--- config.mk ---
export PLATFORM = sky130hd
export DESIGN_NAME = mem_stage_flat
export DESIGN_NICKNAME = d
export VERILOG_FILES = /design/src/rtl/rapid_pkg.sv /design/src/rtl/mem_stage_if.sv /design/src/rtl/load_align.sv /design/src/rtl/mem_stage.sv /design/src/flat_wrapper.sv
export SDC_FILE = /design/constraint.sdc
export NUM_CORES = 1
export LEC_CHECK = 0
export BUFFER_PORTS_ARGS = -buffer_cell sky130_fd_sc_hd__clkbuf_2
export CAP_MARGIN = 20
export CORE_AREA = 2 2 131 133
export DETAILED_ROUTE_END_ITERATION = 10
export DIE_AREA = 0 0 133 135
export PLACE_DENSITY = 0.86
export SETUP_SLACK_MARGIN = 0.5
export SLEW_MARGIN = 10
export SYNTH_ARGS = -nofsm -noshare
export SYNTH_HDL_FRONTEND = slang
export SYNTH_HIERARCHICAL = 1
export SYNTH_SLANG_ARGS = --single-unit
export TNS_END_PERCENT = 1
--- constraint.sdc ---
create_clock -name i_clk -period 2.6 [get_ports i_clk]
set_input_delay 0.13 -clock i_clk [delete_from_list [all_inputs] [get_ports i_clk]]
set_output_delay 0.13 -clock i_clk [all_outputs]
set_load 0.05 [all_outputs]
--- src/rtl/rapid_pkg.sv ---
// Shared types and encodings for the rapid pipeline memory stage.
// Holds the FSM state enum, trap causes, fcs_opcode access encodings and small helpers.
package rapid_pkg;

    localparam int XLEN = 32;

    typedef enum logic [1:0] {
        IDLE = 2'd0,
        REQ  = 2'd1,
        WAIT = 2'd2
    } mem_state_e;

    localparam logic [1:0] TRAP_MISALIGNED  = 2'd1;
    localparam logic [1:0] TRAP_BUS_TIMEOUT = 2'd2;

    // fcs_opcode[1:0] selects the access width, fcs_opcode[2] selects zero extension
    localparam logic [1:0] SIZE_BYTE = 2'b00;
    localparam logic [1:0] SIZE_HALF = 2'b01;
    localparam logic [1:0] SIZE_WORD = 2'b10;
    localparam int         EXT_UNSIGNED_BIT = 2;

    typedef struct packed {
        logic        mem;
        logic        iop;
        logic [2:0]  fcs_opcode;
        logic [4:0]  rd;
        logic [31:0] debug_instruction;
    } control_mem_s;

    function automatic logic is_misaligned(input logic [1:0] size, input logic [1:0] addr_lo);
        case (size)
            SIZE_BYTE: return 1'b0;
            SIZE_HALF: return addr_lo[0];
            default:   return addr_lo != 2'b00;
        endcase
    endfunction

    function automatic logic [3:0] byte_enables(input logic [1:0] size, input logic [1:0] addr_lo);
        case (size)
            SIZE_BYTE: return 4'b0001 << addr_lo;
            SIZE_HALF: return 4'b0011 << addr_lo;
            default:   return 4'b1111;
        endcase
    endfunction

    function automatic logic [XLEN-1:0] replicate_store(input logic [1:0] size, input logic [XLEN-1:0] data);
        case (size)
            SIZE_BYTE: return {(XLEN/8){data[7:0]}};
            SIZE_HALF: return {(XLEN/16){data[15:0]}};
            default:   return data;
        endcase
    endfunction

endpackage

--- src/rtl/mem_stage_if.sv ---
// Data-memory bus between the memory stage (master) and the memory/interconnect (slave).
interface mem_stage_if #(parameter int XLEN = rapid_pkg::XLEN);

    logic            dmem_req;
    logic            dmem_we;
    logic [XLEN-1:0] dmem_addr;
    logic [XLEN-1:0] dmem_wdata;
    logic [3:0]      dmem_be;
    logic            dmem_gnt;
    logic            dmem_rvalid;
    logic [XLEN-1:0] dmem_rdata;

    modport master (
        output dmem_req, dmem_we, dmem_addr, dmem_wdata, dmem_be,
        input  dmem_gnt, dmem_rvalid, dmem_rdata
    );

    modport slave (
        input  dmem_req, dmem_we, dmem_addr, dmem_wdata, dmem_be,
        output dmem_gnt, dmem_rvalid, dmem_rdata
    );

endinterface

--- src/rtl/load_align.sv ---
// Selects the addressed byte/half lane of a read word and sign- or zero-extends it.
module load_align
    import rapid_pkg::*;
#(
    parameter int XLEN = rapid_pkg::XLEN
) (
    input  logic [XLEN-1:0] rdata,
    input  logic [1:0]      addr_lo,
    input  logic [2:0]      fcs_opcode,
    output logic [XLEN-1:0] data
);

    logic [15:0] lane;
    logic        sign_fill;

    always_comb begin
        // NOTE: every output gets a default before the case so no path can infer a latch.
        data      = rdata;
        lane      = 16'(rdata >> {addr_lo, 3'b000});
        sign_fill = 1'b0;
        case (fcs_opcode[1:0])
            SIZE_BYTE: begin
                sign_fill = ~fcs_opcode[EXT_UNSIGNED_BIT] & lane[7];
                data      = {{(XLEN-8){sign_fill}}, lane[7:0]};
            end
            SIZE_HALF: begin
                sign_fill = ~fcs_opcode[EXT_UNSIGNED_BIT] & lane[15];
                data      = {{(XLEN-16){sign_fill}}, lane};
            end
            default: data = rdata;
        endcase
    end

endmodule

--- src/rtl/mem_stage.sv ---
// Pipeline memory stage: passes ALU results through and runs loads/stores on the data bus,
// raising a one-cycle trap on misaligned access or bus timeout.
module mem_stage
    import rapid_pkg::*;
#(
    parameter int XLEN    = rapid_pkg::XLEN,
    parameter int TIMEOUT = 255
) (
    input  logic              i_clk,
    input  logic              i_rst_n,
    input  logic              i_valid,
    output logic              o_ready,
    input  control_mem_s      i_control_signal,
    input  logic [XLEN-1:0]   i_rd_output,
    input  logic [XLEN-1:0]   i_memory_data,
    mem_stage_if.master       dmem,
    output logic              o_wb_valid,
    output logic [4:0]        o_wb_rd,
    output logic [XLEN-1:0]   o_wb_data,
    output logic              o_wb_we,
    output logic              o_trap,
    output logic [1:0]        o_trap_cause,
    output logic [XLEN-1:0]   o_trap_addr
);

    localparam int CNT_W = $clog2(TIMEOUT + 1);

    mem_state_e        state, state_next;
    logic [CNT_W-1:0]  cnt;
    logic [XLEN-1:0]   addr_q, wdata_q, load_data;
    logic [3:0]        be_q;
    logic [2:0]        op_q;
    logic [4:0]        rd_q;
    logic              store_q;
    logic              accept, misaligned, start_mem, timed_out;
    logic              store_done, load_done, timeout_trap;
    logic              unused_debug;

    assign unused_debug = ^i_control_signal.debug_instruction;

    assign accept       = i_valid && (state == IDLE);
    assign misaligned   = is_misaligned(i_control_signal.fcs_opcode[1:0], i_rd_output[1:0]);
    assign start_mem    = accept && i_control_signal.mem && !misaligned;
    assign timed_out    = (cnt == CNT_W'(TIMEOUT - 1));
    assign store_done   = (state == REQ) && dmem.dmem_gnt && store_q;
    assign load_done    = !store_q && dmem.dmem_rvalid &&
                          ((state == WAIT) || ((state == REQ) && dmem.dmem_gnt));
    assign timeout_trap = timed_out && (((state == REQ) && !dmem.dmem_gnt) ||
                                       ((state == WAIT) && !dmem.dmem_rvalid));

    always_ff @(posedge i_clk or negedge i_rst_n) begin
        // NOTE: sequential state uses non-blocking assignments so every flop samples pre-edge values.
        if (!i_rst_n) state <= IDLE;
        else          state <= state_next;
    end

    always_comb begin
        state_next = state;
        case (state)
            IDLE: if (start_mem) state_next = REQ;
            REQ: begin
                if (dmem.dmem_gnt) state_next = (store_q || dmem.dmem_rvalid) ? IDLE : WAIT;
                else if (timed_out) state_next = IDLE;
            end
            WAIT: if (dmem.dmem_rvalid || timed_out) state_next = IDLE;
            default: state_next = IDLE;
        endcase
    end

    always_comb begin
        o_ready       = (state == IDLE);
        dmem.dmem_req = (state == REQ);
        dmem.dmem_we  = (state == REQ) && store_q;
    end

    assign dmem.dmem_addr  = {addr_q[XLEN-1:2], 2'b00};
    assign dmem.dmem_wdata = wdata_q;
    assign dmem.dmem_be    = be_q;

    // Counts cycles spent in the current state; cleared whenever the state changes.
    always_ff @(posedge i_clk or negedge i_rst_n) begin
        if (!i_rst_n)                cnt <= '0;
        else if (state_next != state) cnt <= '0;
        else if (state != IDLE)       cnt <= cnt + 1'b1;
    end

    always_ff @(posedge i_clk or negedge i_rst_n) begin
        if (!i_rst_n) begin
            addr_q  <= '0;
            wdata_q <= '0;
            be_q    <= '0;
            op_q    <= '0;
            rd_q    <= '0;
            store_q <= 1'b0;
        end else if (start_mem) begin
            addr_q  <= i_rd_output;
            wdata_q <= replicate_store(i_control_signal.fcs_opcode[1:0], i_memory_data);
            be_q    <= byte_enables(i_control_signal.fcs_opcode[1:0], i_rd_output[1:0]);
            op_q    <= i_control_signal.fcs_opcode;
            rd_q    <= i_control_signal.rd;
            store_q <= i_control_signal.iop;
        end
    end

    load_align #(.XLEN(XLEN)) u_load_align (
        .rdata      (dmem.dmem_rdata),
        .addr_lo    (addr_q[1:0]),
        .fcs_opcode (op_q),
        .data       (load_data)
    );

    always_ff @(posedge i_clk or negedge i_rst_n) begin
        if (!i_rst_n) begin
            o_wb_valid <= 1'b0;
            o_wb_rd    <= '0;
            o_wb_data  <= '0;
            o_wb_we    <= 1'b0;
        end else begin
            o_wb_valid <= 1'b0;
            if (accept && !i_control_signal.mem) begin
                o_wb_valid <= 1'b1;
                o_wb_rd    <= i_control_signal.rd;
                o_wb_data  <= i_rd_output;
                o_wb_we    <= (i_control_signal.rd != 5'd0);
            end else if (store_done) begin
                o_wb_valid <= 1'b1;
                o_wb_rd    <= rd_q;
                o_wb_we    <= 1'b0;
            end else if (load_done) begin
                o_wb_valid <= 1'b1;
                o_wb_rd    <= rd_q;
                o_wb_data  <= load_data;
                o_wb_we    <= (rd_q != 5'd0);
            end
        end
    end

    always_ff @(posedge i_clk or negedge i_rst_n) begin
        if (!i_rst_n) begin
            o_trap       <= 1'b0;
            o_trap_cause <= '0;
            o_trap_addr  <= '0;
        end else begin
            o_trap <= 1'b0;
            if (accept && i_control_signal.mem && misaligned) begin
                o_trap       <= 1'b1;
                o_trap_cause <= TRAP_MISALIGNED;
                o_trap_addr  <= i_rd_output;
            end else if (timeout_trap) begin
                o_trap       <= 1'b1;
                o_trap_cause <= TRAP_BUS_TIMEOUT;
                o_trap_addr  <= addr_q;
            end
        end
    end

endmodule

--- src/flat_wrapper.sv ---
// flat-port wrapper written by rule: the top's interface ports become plain ports
module mem_stage_flat import rapid_pkg::*;
#(
    parameter int XLEN    = rapid_pkg::XLEN,
    parameter int TIMEOUT = 255
)
  (i_clk, i_rst_n, i_valid, o_ready, i_control_signal, i_rd_output, i_memory_data, o_wb_valid, o_wb_rd, o_wb_data, o_wb_we, o_trap, o_trap_cause, o_trap_addr, dmem_dmem_req, dmem_dmem_we, dmem_dmem_addr, dmem_dmem_wdata, dmem_dmem_be, dmem_dmem_gnt, dmem_dmem_rvalid, dmem_dmem_rdata);
  mem_stage_if #(.XLEN(XLEN)) dmem_i ();
  input  logic i_clk;
  input  logic i_rst_n;
  input  logic i_valid;
  output logic o_ready;
  input  control_mem_s i_control_signal;
  input  logic [XLEN-1:0] i_rd_output;
  input  logic [XLEN-1:0] i_memory_data;
  output logic o_wb_valid;
  output logic [4:0] o_wb_rd;
  output logic [XLEN-1:0] o_wb_data;
  output logic o_wb_we;
  output logic o_trap;
  output logic [1:0] o_trap_cause;
  output logic [XLEN-1:0] o_trap_addr;
  output wire logic [$bits(dmem_i.dmem_req)-1:0] dmem_dmem_req;
  output wire logic [$bits(dmem_i.dmem_we)-1:0] dmem_dmem_we;
  output wire logic [$bits(dmem_i.dmem_addr)-1:0] dmem_dmem_addr;
  output wire logic [$bits(dmem_i.dmem_wdata)-1:0] dmem_dmem_wdata;
  output wire logic [$bits(dmem_i.dmem_be)-1:0] dmem_dmem_be;
  input wire logic [$bits(dmem_i.dmem_gnt)-1:0] dmem_dmem_gnt;
  input wire logic [$bits(dmem_i.dmem_rvalid)-1:0] dmem_dmem_rvalid;
  input wire logic [$bits(dmem_i.dmem_rdata)-1:0] dmem_dmem_rdata;
  assign dmem_dmem_req = dmem_i.dmem_req;
  assign dmem_dmem_we = dmem_i.dmem_we;
  assign dmem_dmem_addr = dmem_i.dmem_addr;
  assign dmem_dmem_wdata = dmem_i.dmem_wdata;
  assign dmem_dmem_be = dmem_i.dmem_be;
  assign dmem_i.dmem_gnt = dmem_dmem_gnt;
  assign dmem_i.dmem_rvalid = dmem_dmem_rvalid;
  assign dmem_i.dmem_rdata = dmem_dmem_rdata;
  mem_stage #(.XLEN(XLEN), .TIMEOUT(TIMEOUT)) u_core (.i_clk(i_clk), .i_rst_n(i_rst_n), .i_valid(i_valid), .o_ready(o_ready), .i_control_signal(i_control_signal), .i_rd_output(i_rd_output), .i_memory_data(i_memory_data), .dmem(dmem_i), .o_wb_valid(o_wb_valid), .o_wb_rd(o_wb_rd), .o_wb_data(o_wb_data), .o_wb_we(o_wb_we), .o_trap(o_trap), .o_trap_cause(o_trap_cause), .o_trap_addr(o_trap_addr));
endmodule
# Word level (Yosys, flattened, before mapping)

Cells that the tools add are included.

$add $sub $neg: 1
Equality and inequality tests: 7
Shift-type cells: 3
Mux-type cells: 30
Bitwise gates (word level): 3
Reduce and logical (&&, ||, !) cells: 34

Operator list:

| cell                  | count |
|---|---|
| $mux W32              | 5 |
| $pmux W32 S2          | 2 |
| $shr A32 B5 Y16       | 1 |
| $mux W8               | 2 |
| $mux W5               | 3 |
| $mux W2               | 7 |
| $logic_and A1 B1 Y1   | 13 |
| $reduce_bool A2 Y1    | 5 |
| $reduce_bool A5 Y1    | 2 |
| $add A8 B1 Y8 const B | 1 |
| $eq A8 B8 Y1 const B  | 1 |
| $mux W1               | 8 |
| $pmux W4 S2           | 1 |
| $eq A2 B1 Y1 const B  | 3 |
| $logic_not A2 Y1      | 3 |
| $pmux W2 S3           | 1 |
| $logic_not A1 Y1      | 5 |
| $logic_or A1 B1 Y1    | 4 |
| $shl A1 B2 Y4 const A | 1 |
| $shl A2 B2 Y4 const A | 1 |
| $reduce_bool A3 Y1    | 1 |
| $and A1 B1 Y1         | 2 |
| $eq A2 B2 Y1 const B  | 1 |
| $ne A2 B2 Y1          | 1 |
| 4 further kinds       | 4 |

Register bits: 161
Input port bits: 143
Output and inout bits: 145
Logic and storage cells: 93

# Longest topological paths before layout

Gate-level depths: netlist of run 1.

Depth in word-level cells: 8
Depth in mapped cells: 8
Depth with buffers taken out: 6

# By module

Netlist of run 1, hierarchy kept.

Modules (own cells, without submodules):

| module     | instances | cells each | area each (sq um) | seq. area each (sq um) |
|---|---|---|---|---|
| mem_stage  | 1         | 705        | 7489.7            | 4028.9 |
| load_align | 1         | 113        | 740.7             | 0.0 |

# Least setup slack after synthesis of run 1

No wires, ideal clock.

Path type: register to register
Start point: register u_core.addr_q[1]
End point: register u_core.o_wb_data[31]
Setup time: 0.126 ns
Data arrival time: 1.851 ns
Required time: 2.474 ns
Path slack: 0.623 ns
Cell stages (with the launch flop): 8
Path buffers: 2
Period minus slack after synthesis: 1.977 ns
Cell sequence: dfrtp_1 > buf_6 > mux4_2 > a221oi_4 > buf_6 > o21ai_1 > mux2i_1 > a21oi_1

Word-level cells in the longest chain between the ends: 6
Elaborated cells on any way between the ends: 7
Those cells by class: shift (1); mux (4); bitwise (2)

Ends and longest elaborated chain:

| item                             | RTL line                           | text |
|---|---|---|
| start: declaration               | mem_stage.sv:30                    | `logic [XLEN-1:0] addr_q, wdata_q, load_data;` |
| start signal: assignment         | mem_stage.sv:96                    | `addr_q <= i_rd_output;` |
| $shr A32 B5 Y16 *                | load_align.sv:19                   | `lane = 16'(rdata >> {addr_lo, 3'b000});` |
| $and A1 B1 Y1 (on tied branches) | load_align.sv:27, load_align.sv:23 |  |
| $pmux W32 S2 *                   | load_align.sv:21                   | `case (fcs_opcode[1:0])` |
| via u_core.load_data[31]         | mem_stage.sv:30                    |  |
| $mux W32 *                       | mem_stage.sv:129                   | `end else if (load_done) begin` |
| $mux W32 *                       | mem_stage.sv:125                   | `end else if (store_done) begin` |
| $mux W32 *                       | mem_stage.sv:120                   | `if (accept && !i_control_signal.mem) begin` |
| end signal: assignment           | mem_stage.sv:123                   | `o_wb_data <= i_rd_output;` |
| end signal: assignment           | mem_stage.sv:132                   | `o_wb_data <= load_data;` |
| end: declaration                 | mem_stage.sv:19                    | `output logic [XLEN-1:0] o_wb_data,` |

Mark *: on every way through the listed nets, which the timed path passes. The rest lies on a longest branch. The select of a mux whose other input is x is not followed.
A chain may end at the register's enable or synchronous reset.

# Worst setup path after layout of run 1

Start point: register u_core.state[1]
End point: register u_core.o_wb_rd[1]

Word-level cells in the longest chain between the ends: 5
Elaborated cells on any way between the ends: 12
Those cells by class: eq/ne (2); mux (2); reduce/logical (8)

Ends and longest elaborated chain:

| item                                                      | RTL line                          | text |
|---|---|---|
| start: declaration                                        | mem_stage.sv:28                   | `mem_state_e state, state_next;` |
| start signal: assignment                                  | mem_stage.sv:54                   | `else state <= state_next;` |
| $eq A2 B1 Y1                                              | mem_stage.sv:45, mem_stage.sv:47  |  |
| $logic_and A1 B1 Y1                                       | mem_stage.sv:45, mem_stage.sv:47  |  |
| $logic_and A1 B1 Y1 or $logic_or A1 B1 Y1 (tied branches) | mem_stage.sv:45, mem_stage.sv:47  |  |
| $mux W5 or $logic_and A1 B1 Y1 (tied branches)            | mem_stage.sv:125, mem_stage.sv:46 |  |
| $mux W5 or $reduce_bool A3 Y1 (tied branches)             | --                                |  |
| end signal: assignment                                    | mem_stage.sv:122                  | `o_wb_rd <= i_control_signal.rd;` |
| end signal: assignment                                    | mem_stage.sv:127                  | `o_wb_rd <= rd_q;` |
| end signal: assignment                                    | mem_stage.sv:131                  | `o_wb_rd <= rd_q;` |
| end: declaration                                          | mem_stage.sv:18                   | `output logic [4:0] o_wb_rd,` |

Parallel ways exist; a longest one is shown, timed or not.

==> impl_metrics.env, run 1 <==
export IMPL_period_minus_slack_ps=2130
export IMPL_synth_cell_types=60
export IMPL_cts_root_buf="clkbuf_16"
export IMPL_cellLeakagePower_uw=0.00538
export IMPL_dr_pass1_iters=5
export IMPL_grt_pass1_wl_mm=37.7
export IMPL_fin_nets=1214
export IMPL_cts_tree="yes"
export IMPL_arrival_ps=2430
export IMPL_skew_ps=10.0
export IMPL_multiInputGateArea_um2=3680
export IMPL_gp_congestion=0.851
export IMPL_synth_area_um2=8230
export IMPL_vias=7282
export IMPL_synthFlopType="dfrtp_1"
export IMPL_synth_compound_area_share_pct=12.9
export IMPL_register_area_um2=4030
export IMPL_yosys_area_share_simple_pct=13.3
export IMPL_die_w_um=133
export IMPL_grt_overflow=0
export IMPL_hpwl_mm=16.3
export IMPL_ioPinCount=288
export IMPL_start_kind="flop"
export IMPL_clkTransAtPathRegs_ps=70
export IMPL_max_slew_margin_rel_pct=53.3
export IMPL_clock_path_buffers=2
export IMPL_synth_most_common_cell="dfrtp_1"
export IMPL_ant_nets=0
export IMPL_avgSynthCellArea_um2=10.1
export IMPL_drv_slew=0
export IMPL_n_antenna_cell=0
export IMPL_vias_per_cell=5.59
export IMPL_ys_warn_count=6
export IMPL_clock_latency_ps=420
export IMPL_synth_edf_count=0
export IMPL_cts_buffers=17
export IMPL_num_rows=47
export IMPL_synth_top_family_by_area="multiplexers"
export IMPL_setup_tns_ps=0
export IMPL_hold_violations=0
export IMPL_synthXorXnorAreaFrac_pct=0.851
export IMPL_drive_above_1_share_pct=35.1
export IMPL_die_area_um2=18000
export IMPL_drtIter0Drc=535
export IMPL_synth_area_top_cells="dfrtp_1, mux2i_1, mux2_2"
export IMPL_powerDensity_nw_per_um2=1060
export IMPL_grt_pass1_vias=7156
export IMPL_synth_cells=818
export IMPL_post_route_drc_count=0
export IMPL_cp_max_fo=31
export IMPL_synthArstFlopShare_pct=100
export IMPL_port_buffers=253
export IMPL_die_y_um=135
export IMPL_synth_top_cells_by_count="dfrtp_1, nand2_1, nor2_1, mux2i_1, mux2_2"
export IMPL_grt_max_degree=68
export IMPL_synth_seq_cells=161
export IMPL_ir_worst_vdd_mv=0.509
export IMPL_fillers=1268
export IMPL_hold_path_class="input pin to flop"
export IMPL_run_status="finished, final reports clean"
export IMPL_grt_antenna_before_repair=0
export IMPL_area_growth_pct=28.5
export IMPL_wire_per_inst_um=18.6
export IMPL_crit_required_ps=2900
export IMPL_fmax_ghz=0.470
export IMPL_fin_crit_sh_pct=81.7
export IMPL_synth_top_area_share_pct=49.0
export IMPL_tightest_slew_ps=698
export IMPL_synthMuxAreaShare_pct=16.6
export IMPL_grtUsageTotal_pct=26.8
export IMPL_ys_seq_area_share_pct=49.0
export IMPL_design_power_total_uw=11200
export IMPL_core_area_um2=16400
export IMPL_yosysTopAreaCell="dfrtp_1"
export IMPL_end_kind="flop"
export IMPL_routed_wl_mm=24.3
export IMPL_clock_sinks=161
export IMPL_rsz0062_at_grt="yes"
export IMPL_htree_num_levels=4
export IMPL_crit_type="flop to flop"
export IMPL_max_cap_violations=0
export IMPL_synth_fa_ha_area_share_pct=0.304
export IMPL_start_util_pct=50.2
export IMPL_setup_violations=0
final cells by class:
| cell class | count | area share [%] |
|---|---|---|
| Multi-Input combinational cell | 559 | 34.8 |
| Tap cell | 220 | 2.60 |
| Timing Repair Buffer | 322 | 18.6 |
| Sequential cell | 161 | 38.1 |
| Clock inverter | 15 | 1.63 |
| Inverter | 8 | 0.284 |
| Clock buffer | 17 | 4.02 |
worst paths after layout:
kind	start	endpoint	slack (ps)	cells after the start
max	u_core/state[1]	u_core/o_wb_rd[1]	470	3
min	i_memory_data[3]	u_core/dmem.dmem_wdata[3]	9	2
max reg2reg	u_core/state[1]	u_core/o_wb_rd[1]	470	3
min reg2reg	u_core/dmem.dmem_wdata[27]	u_core/dmem.dmem_wdata[27]	480	2
max in group asynchronous	i_rst_n	u_core/o_trap_addr[23]	1410	3
min in group asynchronous	i_rst_n	u_core/addr_q[12]	250	2
layout by cell type (no fill, tap or decap), drive strengths merged, types with 2 or more instances in the layout:
cell type      n
clkbuf       269
mux2i         63
a22o           6
nand4b         2
nor3b          3
dfrtp        161
clkinv         6
nor2          89
o2bb2ai        6
a211oi         2
ha             2
a31oi         32
nand3b         8
conb           2
inv           14
a2bb2oi        2
mux2          60
dlygate4sd3   49
xnor2          5
o211ai         4
o2111ai        3
nor3           3
nor2b          5
bufinv         2
o211a          8
o31ai          7
o21ai         47
a21oi         43
xor2           3
nand3          2
nand2        131
or3            2
buf           21
critical path: stages (launching register included):
cell,delay [ps]
dfrtp_1,540
or4b_4,820
mux2_4,380
mux2_4,280
stage by stage:
step	hold WS (ps)	setup slack [ps]	utilization, %	std cells	cell area, µm²
2_1_floorplan	-166	623	-	819	8230
3_3_place_gp	160	282	57.6	1219	9450
3_5_place_dp	163	223	57.6	1219	9450
4_1_cts	1.23	408	64.3	1302	10600
5_1_grt	6.35	403	64.5	1302	10600
6_report	9.20	475	64.5	1302	10600
layer usage:
metal | global-route usage, % | routed length [µm] | part of all wire (%)
met1 | 33.2 | 9640 | 40
met5 | 0 | 0 | 0
met3 | 6.87 | 2070 | 8.5
met4 | 11.5 | 821 | 3.4
met2 | 44.9 | 11700 | 48
sequential cells by signal (all words and copies together), names as in the netlist:
| signal | count |
|---|---|
| u_core/o_wb_valid | 1 |
| u_core/state | 2 |
| u_core/o_wb_we | 1 |
| u_core/o_wb_rd | 5 |
| u_core/dmem.dmem_be | 4 |
| u_core/store_q | 1 |
| u_core/o_trap | 1 |
| u_core/cnt | 8 |
| u_core/o_wb_data | 32 |
| u_core/dmem.dmem_wdata | 32 |
| u_core/o_trap_cause | 2 |
| u_core/op_q | 3 |
| u_core/o_trap_addr | 32 |
| u_core/addr_q | 32 |
| u_core/rd_q | 5 |
what timing repair did:
item,4_1_cts,5_1_grt
setup buffers,2,0
hold buffers,49,0
pin swaps,1,0
setup endpoints to repair,45,89
gates resized for setup,1,5
endpoints found under the hold margin,152,0
kinds of logic after synthesis:
| family | count (synthesis) |
|---|---|
| AND/OR/NAND/NOR | 256 |
| other | 1 |
| AO/OA/AOI/OAI | 167 |
| adder cells (fa/ha/maj) | 2 |
| buffers and inverters | 99 |
| multiplexers | 124 |
| flip-flops | 161 |
| XOR/XNOR | 8 |
report_power, final:
part	internal [µW]	switching, µW	leakage [µW]
logic	1360	3590	0.00320
clock network	1450	1110	0.000293
registers	3200	477	0.00189
total	6000	5180	0.00538
No activity file was read; power rests on OpenSTA's default activity.
==> run 2, diff against run 1 <==
--- a/config.mk
+++ b/config.mk
@@ -5,12 +5,13 @@
 export SDC_FILE = /design/constraint.sdc
 export NUM_CORES = 1
 export LEC_CHECK = 0
+export ABC_AREA = 1
 export BUFFER_PORTS_ARGS = -buffer_cell sky130_fd_sc_hd__clkbuf_2
 export CAP_MARGIN = 20
-export CORE_AREA = 2 2 131 133
+export CORE_AREA = 2 2 139 141
 export DETAILED_ROUTE_END_ITERATION = 10
-export DIE_AREA = 0 0 133 135
-export PLACE_DENSITY = 0.86
+export DIE_AREA = 0 0 141 143
+export PLACE_DENSITY = 0.82
 export SETUP_SLACK_MARGIN = 0.5
 export SLEW_MARGIN = 10
 export SYNTH_ARGS = -nofsm -noshare
==> constraint.sdc (replaced) <==
create_clock -name i_clk -period 1.9 [get_ports i_clk]
set_input_delay 0.095 -clock i_clk [delete_from_list [all_inputs] [get_ports i_clk]]
set_output_delay 0.095 -clock i_clk [all_outputs]
set_load 0.05 [all_outputs]
==> impl_metrics.env, run 2 <==
export IMPL_ys_seq_area_share_pct=47.8
export IMPL_grt_antenna_before_repair=0
export IMPL_r2r_start="u_core/state[0]"
export IMPL_cts_root_buf="clkbuf_16"
export IMPL_synth_area_top_cells="dfrtp_1, nand2_1, o21ai_0"
export IMPL_ys_warn_count=6
export IMPL_die_y_um=143
export IMPL_gp_congestion=0.871
export IMPL_crit_type="flop to flop"
export IMPL_rsz0062_at_grt="yes"
export IMPL_synth_top_area_share_pct=47.8
export IMPL_drv_slew=0
export IMPL_post_route_drc_count=0
export IMPL_cp_max_fo=34
export IMPL_fin_nets=1582
export IMPL_post_dp_cell_area_um2=9770
export IMPL_num_rows=50
export IMPL_grt_pass1_wl_mm=42.9
export IMPL_ant_nets=0
export IMPL_htree_num_levels=4
export IMPL_crit_start="u_core/state[0]"
export IMPL_place_inst=1551
export IMPL_vias_per_cell=5.18
export IMPL_hold_violations=0
export IMPL_setup_tns_ps=0
export IMPL_hpwl_mm=17.6
export IMPL_synth_area_um2=8430
export IMPL_fin_crit_sh_pct=87.4
export IMPL_crit_end="u_core/o_trap_addr[18]"
export IMPL_start_util_pct=45.4
export IMPL_cellLeakagePower_uw=0.00629
export IMPL_area_growth_pct=37.8
export IMPL_arrival_ps=2020
export IMPL_run_status="finished, final reports clean"
export IMPL_clock_latency_ps=430
export IMPL_clock_path_buffers=2
export IMPL_synth_cells=1131
export IMPL_synthArstFlopShare_pct=100
export IMPL_skew_ps=9.48
export IMPL_cts_tree="yes"
export IMPL_core_area_um2=18600
export IMPL_crit_required_ps=2260
export IMPL_fin_area_um2=11600
export IMPL_ioPinCount=288
export IMPL_synth_edf_count=0
export IMPL_r2r_end="u_core/o_trap_addr[18]"
export IMPL_synth_top_cells_by_count="nand2_1, dfrtp_1, o21ai_0, nand3_1, o21ai_1"
export IMPL_cts_buffers=17
export IMPL_end_kind="flop"
export IMPL_synth_most_common_cell="nand2_1"
export IMPL_dr_pass1_iters=8
export IMPL_die_area_um2=20200
export IMPL_n_antenna_cell=0
export IMPL_clock_sinks=161
export IMPL_max_cap_violations=0
export IMPL_ir_worst_vdd_mv=0.809
export IMPL_wire_per_inst_um=16.5
export IMPL_r2r_cells=8
export IMPL_fmax_ghz=0.602
export IMPL_final_common_cell="nand2_1"
export IMPL_grt_pass1_vias=8327
export IMPL_synth_cell_types=33
export IMPL_grt_overflow=0
export IMPL_final_cell_mix="nand2_1, clkbuf_2, dfrtp_1"
export IMPL_grt_max_degree=92
export IMPL_synth_seq_cells=161
export IMPL_tightest_slew_ps=582
export IMPL_routed_wl_mm=27.9
export IMPL_grtUsageTotal_pct=26.9
export IMPL_avgSynthCellArea_um2=7.46
export IMPL_period_minus_slack_ps=1660
export IMPL_die_w_um=141
export IMPL_synthFlopType="dfrtp_1"
export IMPL_fillers=1527
export IMPL_stdcell_count=1684
export IMPL_clkTransAtPathRegs_ps=70
export IMPL_setup_violations=0
export IMPL_hold_path_class="input pin to flop"
export IMPL_regToRegSetupSlack_ps=240
export IMPL_max_slew_margin_rel_pct=61.2
export IMPL_drtIter0Drc=747
export IMPL_powerDensity_nw_per_um2=1440
export IMPL_port_buffers=253
export IMPL_yosysTopAreaCell="dfrtp_1"
export IMPL_vias=8721
export IMPL_start_kind="flop"
export IMPL_drive_above_1_share_pct=26.8
-- run 2: worst min path at each step --
stage | startpoint | endpoint | slack [ps] | depth (start not counted)
2_1_floorplan | i_rst_n | u_core/addr_q[0] | -200 | 0
3_3_place_gp | i_rst_n | u_core/dmem.dmem_wdata[10] | 20 | 1
3_5_place_dp | i_rst_n | u_core/dmem.dmem_wdata[2] | 20 | 1
4_1_cts | dmem_dmem_rvalid | u_core/state[1] | 30 | 3
5_1_grt | i_rd_output[1] | u_core/dmem.dmem_be[0] | 70 | 4
6_report | i_rd_output[1] | u_core/dmem.dmem_be[0] | 50 | 4
-- run 2: what timing repair did --
item                                    in CTS  in global routing
gates resized for setup                     31                 23
endpoints found under the hold margin      233                  0
setup buffers                                9                  9
endpoints found under the setup margin     159                158
hold buffers                                72                  0
cloned                                       6                  5
pin swaps                                    4                  7
-- run 2: critical path, cell delays in order, from the launching register on --
cell	delay, ps
dfrtp_2	450
nor2_4	160
nand3_2	130
inv_2	90
nand2_4	100
buf_12	190
o21ai_0	280
nand2_2	100
nand2_1	80
-- run 2: power by group --
group	internal (µW)	leakage (µW)	switching, µW	total (µW)
clock	2220	0.000304	1430	3650
combinational	2060	0.00395	5900	7950
sequential	4460	0.00203	693	5150
-- run 2: kinds of logic after synthesis --
kind of cell | count (synthesis) | share of synthesized area, %
fa+ha+maj | 2 | 0.297
compound gates | 199 | 11.9
simple gates | 603 | 29.3
buf+inv | 160 | 10.1
xor+xnor | 5 | 0.519
flops | 161 | 47.8
other cells | 1 | 0.0445
-- run 2: cell type report --
cell class              count  area, µm²  share of cell area [%]
multi-input cells         815       3710                    31.9
flip-flops and latches    161       4030                    34.7
well taps                 234        293                    2.52
repair buffers            379       2690                    23.2
clock inverters            10        149                    1.28
clock buffers              22        484                    4.17
inverters                  63        259                    2.23
-- run 2: layer usage --
metal | GRT usage, % | part of all wire [%] | up-vias
li1 | - | - | 4214
met1 | 34.4 | 42 | 4031
met3 | 5.20 | 7.0 | 68
met2 | 44.8 | 48 | 408
met4 | 12.0 | 3.2 | 0
met5 | 0 | 0 | -
-- run 2: metrics by stage --
stage                     util [%]  hold WS (ps)  total power, µW  worst slack, ps
after global routing          62.6          66.6            17700              130
after CTS                     61.2          25.2            16600              290
after detailed placement      52.6          19.8            12600              160
final                         62.6          47.4            16800              239
after floorplan                  -          -201            10900              166
after global placement        52.6          17.8            12400              198
==> run 3, diff against run 2 <==
--- a/config.mk
+++ b/config.mk
@@ -5,13 +5,12 @@
 export SDC_FILE = /design/constraint.sdc
 export NUM_CORES = 1
 export LEC_CHECK = 0
-export ABC_AREA = 1
 export BUFFER_PORTS_ARGS = -buffer_cell sky130_fd_sc_hd__clkbuf_2
 export CAP_MARGIN = 20
-export CORE_AREA = 2 2 139 141
+export CORE_AREA = 2 2 137 139
 export DETAILED_ROUTE_END_ITERATION = 10
-export DIE_AREA = 0 0 141 143
-export PLACE_DENSITY = 0.82
+export DIE_AREA = 0 0 139 141
+export PLACE_DENSITY = 0.83
 export SETUP_SLACK_MARGIN = 0.5
 export SLEW_MARGIN = 10
 export SYNTH_ARGS = -nofsm -noshare
==> impl_metrics.env, run 3 (synthesis results as in run 1) <==
export IMPL_n_antenna_cell=0
export IMPL_final_common_cell="clkbuf_2"
export IMPL_grt_max_degree=68
export IMPL_drtIter0Drc=378
export IMPL_rsz0062_at_grt="yes"
export IMPL_area_growth_pct=40.2
export IMPL_skew_ps=5.50
export IMPL_start_kind="flop"
export IMPL_cellLeakagePower_uw=0.00585
export IMPL_die_y_um=141
export IMPL_ant_nets=0
export IMPL_ioPinCount=288
export IMPL_run_status="finished, violations left"
export IMPL_max_cap_violations=0
export IMPL_core_area_um2=18300
export IMPL_arrival_ps=2210
export IMPL_fin_area_um2=11500
export IMPL_die_w_um=139
export IMPL_crit_required_ps=2200
export IMPL_grt_pass1_vias=7673
export IMPL_wire_per_inst_um=19.4
export IMPL_cts_buffers=17
export IMPL_die_area_um2=19600
export IMPL_routed_wl_mm=26.2
export IMPL_crit_type="flop to flop"
export IMPL_grt_overflow=0
export IMPL_fin_nets=1247
export IMPL_fillers=1408
export IMPL_end_kind="flop"
export IMPL_cp_max_fo=10
export IMPL_tightest_slew_ps=520
export IMPL_drv_slew=0
export IMPL_stdcell_count=1349
export IMPL_clock_path_buffers=2
export IMPL_hpwl_mm=17.2
export IMPL_place_inst=1246
export IMPL_grtUsageTotal_pct=26.7
export IMPL_ir_worst_vdd_mv=0.853
export IMPL_cts_tree="yes"
export IMPL_grt_pass1_wl_mm=41.6
export IMPL_gp_congestion=0.878
export IMPL_hold_path_class="input pin to flop"
export IMPL_htree_num_levels=4
export IMPL_period_minus_slack_ps=1910
export IMPL_clock_sinks=161
export IMPL_fin_crit_sh_pct=101
export IMPL_port_buffers=253
export IMPL_violations="setup timing"
export IMPL_num_rows=50
export IMPL_worst_slack_ps=-14.7
export IMPL_hold_violations=0
export IMPL_grt_antenna_before_repair=0
export IMPL_powerDensity_nw_per_um2=1390
export IMPL_clkTransAtPathRegs_ps=70
export IMPL_fmax_ghz=0.522
export IMPL_dr_pass1_iters=4
export IMPL_postLayoutCoreUtil_pct=63.2
export IMPL_clock_latency_ps=420
export IMPL_post_dp_cell_area_um2=9630
export IMPL_drive_above_1_share_pct=41.5
export IMPL_vias_per_cell=5.49
export IMPL_start_util_pct=45.1
export IMPL_post_route_drc_count=0
export IMPL_max_slew_margin_rel_pct=65.3
export IMPL_vias=7402
export IMPL_final_cell_mix="clkbuf_2, dfrtp_1, nor2_1"
export IMPL_cts_root_buf="clkbuf_16"
export IMPL_setup_violations=3
run 3: cell count changes in the layout (fill, tap and decap cells not counted), moves of 18 or more:
| cell | before | now |
|---|---|---|
| a21oi_1 | 24 | 42 |
| nor2_1 | 44 | 83 |
| nand2_1 | 441 | 81 |
| mux2_4 | 0 | 59 |
| nand3_1 | 86 | 2 |
| o21ai_1 | 75 | 34 |
| buf_4 | 34 | 14 |
| nand2_2 | 9 | 49 |
| o21ai_0 | 96 | 11 |
| a31oi_1 | 1 | 32 |
| mux2i_1 | 0 | 63 |
| inv_1 | 52 | 5 |
run 3: final timing paths:
| path | depth (start not counted) | end | slack [ps] | startpoint |
|---|---|---|---|---|
| min in group asynchronous | 2 | u_core/dmem.dmem_wdata[24] | 110 | i_rst_n |
| hold reg to reg | 1 | u_core/o_trap_cause[1] | 490 | u_core/o_trap_cause[1] |
| max in group asynchronous | 3 | u_core/addr_q[22] | 1110 | i_rst_n |
| setup / recovery | 6 | u_core/o_wb_data[24] | -10 | u_core/addr_q[1] |
| setup reg to reg | 6 | u_core/o_wb_data[24] | -10 | u_core/addr_q[1] |
| hold / removal | 3 | u_core/dmem.dmem_wdata[13] | 40 | i_memory_data[13] |
run 3: through the flow:
stage / hold WS (ps) / power [µW] / setup slack [ps] / setup TNS (ps)
finish: 38.8 / 16100 / -14.7 / -20.4
global placement: -21.9 / 11600 / -11.3 / -37.3
CTS: 3.86 / 16000 / -26.3 / -96.9
global route: 31.7 / 16800 / -154 / -2130
detailed placement: -20.6 / 11800 / -33.0 / -297
floorplan: -201 / 10200 / -57.1 / -571
run 3: worst max-delay path, stage by stage (launching register included):
cell	delay (ps)
dfrtp_1	390
mux4_2	570
a221oi_4	330
buf_6	190
o21ai_1	70
mux2i_1	170
a21oi_1	80
run 3: final cells by class:
type | count | area, µm² | area share [%]
repair buffers | 355 | 2430 | 21.1
well taps | 234 | 293 | 2.54
clock inverters | 12 | 158 | 1.37
multi-input cells | 559 | 4130 | 35.8
clock buffers | 20 | 457 | 3.96
inverters | 8 | 37.5 | 0.325
flip-flops and latches | 161 | 4030 | 34.9
run 3: metal layers:
metal,GRT usage [%],wire length (µm)
met5,0,0
met4,11.0,767
met3,5.67,1820
met2,45.6,13000
met1,33.2,10600
run 3: timing repair:
action	4_1_cts	5_1_grt
hold buffers	69	0
resized for setup	186	4
endpoints found under the hold margin	287	0
gates cloned	0	0
setup endpoints to repair	162	164
pin swaps	103	1
setup buffers	1	1
run 3: power by group:
part	internal, µW	total (µW)	switching, µW
registers	4380	5080	706
clock network	2140	3600	1450
logic	2300	7390	5090
total	8820	16100	7250
